`config.mk`:
```
export PLATFORM = sky130hd
export DESIGN_NAME = retire_stage
export DESIGN_NICKNAME = d
export VERILOG_FILES = /design/src/rtl/retire_stage.sv
export SDC_FILE = /design/constraint.sdc
export NUM_CORES = 1
export LEC_CHECK = 0
export BUFFER_PORTS_ARGS = -buffer_cell sky130_fd_sc_hd__buf_2
export CORE_UTILIZATION = 27
export DETAILED_ROUTE_END_ITERATION = 7
export PLACE_DENSITY_LB_ADDON = 0.1
export SLEW_MARGIN = 20
export SYNTH_ARGS = -nofsm -noshare
export SYNTH_HDL_FRONTEND = slang
export SYNTH_SLANG_ARGS = --single-unit
export TNS_END_PERCENT = 1
```
`constraint.sdc`:
```
create_clock -name clock -period 2.1 [get_ports clock]
set_input_delay 0.105 -clock clock [delete_from_list [all_inputs] [get_ports clock]]
set_output_delay 0.105 -clock clock [all_outputs]
set_load 0.02 [all_outputs]
```
`src/rtl/retire_stage.sv`:
```
// -----------------------------------------------------------------------------
// retire_stage
//   In-order commit stage at the head of the reorder buffer. Each cycle it
//   looks at the N oldest ROB entries, decides how many retire, returns the
//   previous physical registers to the free list and updates the architectural
//   map table. A retiring mispredicted branch produces a one-cycle flush pulse;
//   a retiring halt parks the stage in a sticky halted state until reset.
//
// Optional feature macro: RETIRE_STATS_EN
//   When defined, adds retired_count (64 b) and flush_count (32 b) outputs.
//
// Ports
//   clock              in   single clock, all state updates on posedge
//   reset              in   synchronous, active-high
//   rob_outputs        in   N packed entries, entry i at [i*PKT_W +: PKT_W],
//                           entry 0 oldest. Entry layout (MSB..LSB):
//                           {complete, mispredict, halt, has_dest,
//                            R_dest[AREG_BITS], T[PREG_BITS], T_old[PREG_BITS]}
//   rob_outputs_valid  in   number of valid entries from index 0 (clamped to N)
//   num_retiring       out  entries the ROB clears at the next edge
//   free_valid         out  per-slot strobe: return free_preg[i] to free list
//   free_preg          out  T_old of retiring slot i
//   amt_we             out  per-slot architectural map write enable
//   amt_idx            out  R_dest of slot i
//   amt_preg           out  T of slot i
//   flush              out  registered, one-cycle pulse after a mispredict retires
//   halted             out  registered, sticky after a halt retires
//   retired_count      out  (RETIRE_STATS_EN) running total of retired entries
//   flush_count        out  (RETIRE_STATS_EN) number of RUN->FLUSH transitions
// -----------------------------------------------------------------------------
module retire_stage #(
   parameter int N         = 3,
   parameter int PREG_BITS = 6,
   parameter int AREG_BITS = 5,
   localparam int CNT_W    = $clog2(N + 1),
   localparam int PKT_W    = 4 + AREG_BITS + 2 * PREG_BITS
) (
   input  logic                       clock,
   input  logic                       reset,
   input  logic [N*PKT_W-1:0]         rob_outputs,
   input  logic [CNT_W-1:0]           rob_outputs_valid,
   output logic [CNT_W-1:0]           num_retiring,
   output logic [N-1:0]               free_valid,
   output logic [N*PREG_BITS-1:0]     free_preg,
   output logic [N-1:0]               amt_we,
   output logic [N*AREG_BITS-1:0]     amt_idx,
   output logic [N*PREG_BITS-1:0]     amt_preg,
   output logic                       flush,
   output logic                       halted
`ifdef RETIRE_STATS_EN
   ,
   output logic [63:0]                retired_count,
   output logic [31:0]                flush_count
`endif
);

   // Field offsets inside one packed ROB entry
   localparam int OFF_TOLD = 0;
   localparam int OFF_T    = PREG_BITS;
   localparam int OFF_RD   = 2 * PREG_BITS;
   localparam int OFF_HD   = 2 * PREG_BITS + AREG_BITS;
   localparam int OFF_HALT = OFF_HD + 1;
   localparam int OFF_MP   = OFF_HD + 2;
   localparam int OFF_CMP  = OFF_HD + 3;

   localparam logic [1:0] ST_RUN   = 2'd0;
   localparam logic [1:0] ST_FLUSH = 2'd1;
   localparam logic [1:0] ST_HALT  = 2'd2;

   logic [1:0]       state_q, state_d;
   logic             flush_q, flush_d;
   logic             halted_q, halted_d;
   logic [CNT_W-1:0] valid_lim;
   logic             run_ok;
   logic             stop;
   logic             hit_halt;
   logic             hit_mp;
`ifdef RETIRE_STATS_EN
   logic [63:0]      retired_count_q, retired_count_d;
   logic [31:0]      flush_count_q, flush_count_d;
`endif

   // Retire scan: walk slots oldest-first, stop at the first incomplete slot
   // or just after a retiring halt/mispredict.
   always_comb begin
      num_retiring = '0;
      free_valid   = '0;
      free_preg    = '0;
      amt_we       = '0;
      amt_idx      = '0;
      amt_preg     = '0;
      stop         = 1'b0;
      hit_halt     = 1'b0;
      hit_mp       = 1'b0;
      valid_lim    = (rob_outputs_valid > CNT_W'(N)) ? CNT_W'(N) : rob_outputs_valid;
      // Reset and the FLUSH/HALT states suppress all retirement
      run_ok       = (state_q == ST_RUN) && !reset;
      for (int i = 0; i < N; i++) begin
         if (run_ok && !stop && (CNT_W'(i) < valid_lim) && rob_outputs[i*PKT_W + OFF_CMP]) begin
            num_retiring = num_retiring + CNT_W'(1);
            // Register x0 and destination-less ops retire without touching
            // the free list or map table
            if (rob_outputs[i*PKT_W + OFF_HD] &&
                (rob_outputs[i*PKT_W + OFF_RD +: AREG_BITS] != {AREG_BITS{1'b0}})) begin
               free_valid[i]                          = 1'b1;
               free_preg[i*PREG_BITS +: PREG_BITS]    = rob_outputs[i*PKT_W + OFF_TOLD +: PREG_BITS];
               amt_we[i]                              = 1'b1;
               amt_idx[i*AREG_BITS +: AREG_BITS]      = rob_outputs[i*PKT_W + OFF_RD +: AREG_BITS];
               amt_preg[i*PREG_BITS +: PREG_BITS]     = rob_outputs[i*PKT_W + OFF_T +: PREG_BITS];
            end else begin
               free_valid[i] = 1'b0;
            end
            // Halt wins over mispredict on the same slot
            if (rob_outputs[i*PKT_W + OFF_HALT]) begin
               hit_halt = 1'b1;
               stop     = 1'b1;
            end else if (rob_outputs[i*PKT_W + OFF_MP]) begin
               hit_mp = 1'b1;
               stop   = 1'b1;
            end else begin
               stop = stop;
            end
         end else begin
            stop = 1'b1;
         end
      end
   end

   // Next-state logic for RUN / FLUSH / HALT and the registered status flags
   always_comb begin
      state_d = state_q;
      case (state_q)
         ST_RUN: begin
            if (hit_halt) begin
               state_d = ST_HALT;
            end else if (hit_mp) begin
               state_d = ST_FLUSH;
            end else begin
               state_d = ST_RUN;
            end
         end
         ST_FLUSH: state_d = ST_RUN;
         ST_HALT:  state_d = ST_HALT;
         default:  state_d = ST_RUN;
      endcase
      flush_d  = (state_d == ST_FLUSH);
      halted_d = (state_d == ST_HALT);
   end

`ifdef RETIRE_STATS_EN
   // Statistics: retirement is already zero in HALT, so counts hold there
   always_comb begin
      retired_count_d = retired_count_q + 64'(num_retiring);
      if ((state_q == ST_RUN) && (state_d == ST_FLUSH)) begin
         flush_count_d = flush_count_q + 32'd1;
      end else begin
         flush_count_d = flush_count_q;
      end
   end
`endif

   // State and status registers with synchronous reset
   always_ff @(posedge clock) begin
      if (reset) begin
         state_q         <= ST_RUN;
         flush_q         <= 1'b0;
         halted_q        <= 1'b0;
`ifdef RETIRE_STATS_EN
         retired_count_q <= 64'd0;
         flush_count_q   <= 32'd0;
`endif
      end else begin
         state_q         <= state_d;
         flush_q         <= flush_d;
         halted_q        <= halted_d;
`ifdef RETIRE_STATS_EN
         retired_count_q <= retired_count_d;
         flush_count_q   <= flush_count_d;
`endif
      end
   end

   assign flush  = flush_q;
   assign halted = halted_q;
`ifdef RETIRE_STATS_EN
   assign retired_count = retired_count_q;
   assign flush_count   = flush_count_q;
`endif

endmodule

```
==> flow_metrics.tcl <==
set metrics [dict create \
    drtPass1Iterations 4 \
    cts_tree "yes" \
    maxCapViolCount 0 \
    cts_setup_buffers 0 \
    gr-total-overflow 0 \
    place_area_sq_um 1360 \
    die_w_um 54.2 \
    fin_crit_sh_pct 91.5 \
    seqPwrFrac_pct 26.9 \
    yosys.area_share.xor_xnor_pct 1.19 \
    synth.area.mux_share_pct 0 \
    grt_pass1_wl_um 3370 \
    drv_slew 0 \
    fin_area_sq_um 1400 \
    routedWlPerCell_um 10.0 \
    p_int_uw 212 \
    cts.sinks 4 \
    skew_ns 0.00104 \
    p_sw_uw 90.0 \
    rr_worst_depth 5 \
    antenna_found_initial 0 \
    synth_top_family_by_area "simple AND/OR/NAND/NOR gates" \
    place.detailed.hpwl_um 2290 \
    diodes 0 \
    synth_seq_cells 4 \
    worstHoldStart "reset" \
    place_ws_ns 0.243 \
    final_core_util_pct 55.4 \
    r2r-end "state_q[1]$_SDFF_PP0_" \
    port_buffers 127 \
    hold_end "halted$_SDFF_PP0_" \
    fin_crit_ns 1.92 \
    avgSynthCellArea_sq_um 7.58 \
    hold_path_depth 2 \
    ant_nets 0 \
    synth-compound-area-share_pct 9.86 \
    synthSimpleGateAreaFrac_pct 63.3 \
    synth_fp_nets 166 \
    power.leakage_nw 0.936 \
    tightest_slew_ns 0.370 \
    criticalPathCategory "flop to primary output" \
    relSlewSlack_pct 75.3 \
    ys_warn_count 0 \
    synthCells 97 \
    coreArea_sq_um 2520 \
    rows 18 \
    swShare_pct 29.8 \
    status "completed" \
    grt_pass1_vias 894 \
    hold_viol 0 \
    yosysTopAreaCell "and2_1" \
    reg2reg_from "state_q[0]$_SDFF_PP0_" \
    hold_class "input port to flop" \
    start_util_pct 29.2 \
    ys_types 26 \
    synth_area_leaders "and2_1, and2_2, dfxtp_1" \
    dieArea_sq_um 2940 \
    synthAdderAreaFrac_pct 3.40 \
    area_growth_syn_to_layout_pct 89.8 \
    clk_pin_slew_ns 0.03 \
    cts_buffer_depth 2 \
    finalNetCount 292 \
    drive_gt1_share_pct 69.2 \
    holdWs_ns 0.101 \
    cts_buffers 3 \
    htree_num_levels 1 \
    clkLatencyLatePin_ns 0.23 \
    synth_seq_area_share_pct 10.9 \
    path_max_fanout 14 \
    grt_setup_unrepaired "true" \
    drc 0 \
    synth_area_sq_um 736 \
    peakVddDrop_mv 0.237 \
    p_comb_share_pct 42.8 \
    routed_via_density 4.47 \
    synth_top_area_share_pct 30.6 \
    gp_congestion 0.755 \
    p_per_area_nw_per_um2 217 \
    ioPinCount 128 \
    grt_usage_pct 15.2 \
    cp.arrival_ns 1.82 \
    root_buffer "clkbuf_4" \
    drt_wl_total_um 2520 \
    crit_required_ns 2.00 \
    setup_viol 0 \
    power.clock.fraction_pct 30.3 \
    endpoint_kind "primary output" \
    grt_max_degree 20 \
    num_vias 1123 \
    fin_ws_ns 0.179 \
    die_y_um 54.2 \
    drt_iter0_drc 7 \
    crit_path_start_kind "flop" \
    reg2reg_slack_ns 0.56 \
    fmax_mhz 520 \
]
metal layers:
metal | up-vias | share of wire, % | track usage, %
met1 | 498 | 32 | 13.3
met4 | 0 | 0.24 | 2.14
met3 | 2 | 8.4 | 4.52
met5 | - | 0 | 0
met2 | 56 | 59 | 33.1
li1 | 567 | - | -
stage by stage:
stage                     setup TNS, ns  total power [mW]  std cells
after floorplan                       0             0.133         97
after global placement                0             0.207        248
after detailed placement              0             0.211        248
after CTS                             0             0.308        251
after global routing            -0.0359             0.326        251
final                                 0             0.302        251
cells by family after synthesis:
| group | count (synthesis) |
|---|---|
| buf+inv | 14 |
| flops | 4 |
| fa+ha+maj | 2 |
| xor+xnor | 1 |
| simple gates | 67 |
| compound gates | 9 |
power by group through the flow:
| stage | clock network (mW) | registers, mW | logic (mW) |
|---|---|---|---|
| after global placement | 0 | 0.0825 | 0.124 |
| final | 0.0915 | 0.0814 | 0.129 |
| after global routing | 0.102 | 0.0818 | 0.142 |
| after detailed placement | 0 | 0.0825 | 0.129 |
| after floorplan | 0 | 0.0844 | 0.0486 |
| after CTS | 0.0966 | 0.0814 | 0.130 |
what timing repair did:
action                                  4_1_cts  5_1_grt
cloned                                        0        0
hold buffers                                  0        0
resized for setup                             1        2
endpoints found under the setup margin        3       13
registers in the layout, summed over array words and instances, names as in the netlist:
| name | cells |
|---|---|
| flush | 1 |
| halted | 1 |
| state_q | 2 |
synthesized netlist by cell type (all sizes together):
master,instances
and2,49
buf,7
inv,7
dfxtp,4
and3,3
nor2,3
nor3,3
o21ai,3
a41oi,2
and4bb,2
ha,2
nand2,2
o32ai,2
or4,2
nand4,1
nor4b,1
o221a,1
o311a,1
or3,1
xnor2,1
area by class of cell:
type,instances,area (sq um)
Tap cell,30,37.5
Fill cell,271,1130
Clock buffer,3,22.5
Sequential cell,4,80.1
Multi-Input combinational cell,79,587
Inverter,7,26.3
Timing Repair Buffer,128,643
layout by cell type (no fill, tap or decap):
cell type / n
nor2_1: 2
nand2_1: 2
and3_1: 3
and2_2: 13
buf_2: 127
or4_1: 2
a41oi_1: 2
xnor2_1: 1
buf_4: 1
o21ai_2: 1
clkbuf_4: 3
nor3_1: 2
and4bb_2: 2
inv_1: 7
and2_1: 36
nor3_4: 1
nor4b_4: 1
o32ai_1: 2
dfxtp_1: 4
o21ai_0: 2
or3_1: 1
nor2_4: 1
o311a_2: 1
o221a_2: 1
ha_1: 2
nand4_2: 1
worst max-delay path: stages, from the launching register on:
cell and delay (ns):
dfxtp_1 0.34, nor4b_4 0.33, nand4_2 0.19, nor3_4 0.38
and2_2 0.20, buf_2 0.15
worst max-delay path by stage:
stage	from	end	slack, ns	cells past startpoint
CTS	state_q[0]$_SDFF_PP0_	free_preg[12]	0.04	5
detailed placement	state_q[0]$_SDFF_PP0_	free_preg[0]	0.24	5
floorplan	state_q[1]$_SDFF_PP0_	num_retiring[0]	0.37	6
finish	state_q[0]$_SDFF_PP0_	amt_preg[17]	0.18	5
global route	state_q[0]$_SDFF_PP0_	num_retiring[0]	-0.009	6
global placement	state_q[0]$_SDFF_PP0_	amt_idx[2]	0.35	5
Power figures use the tool's default switching activity.
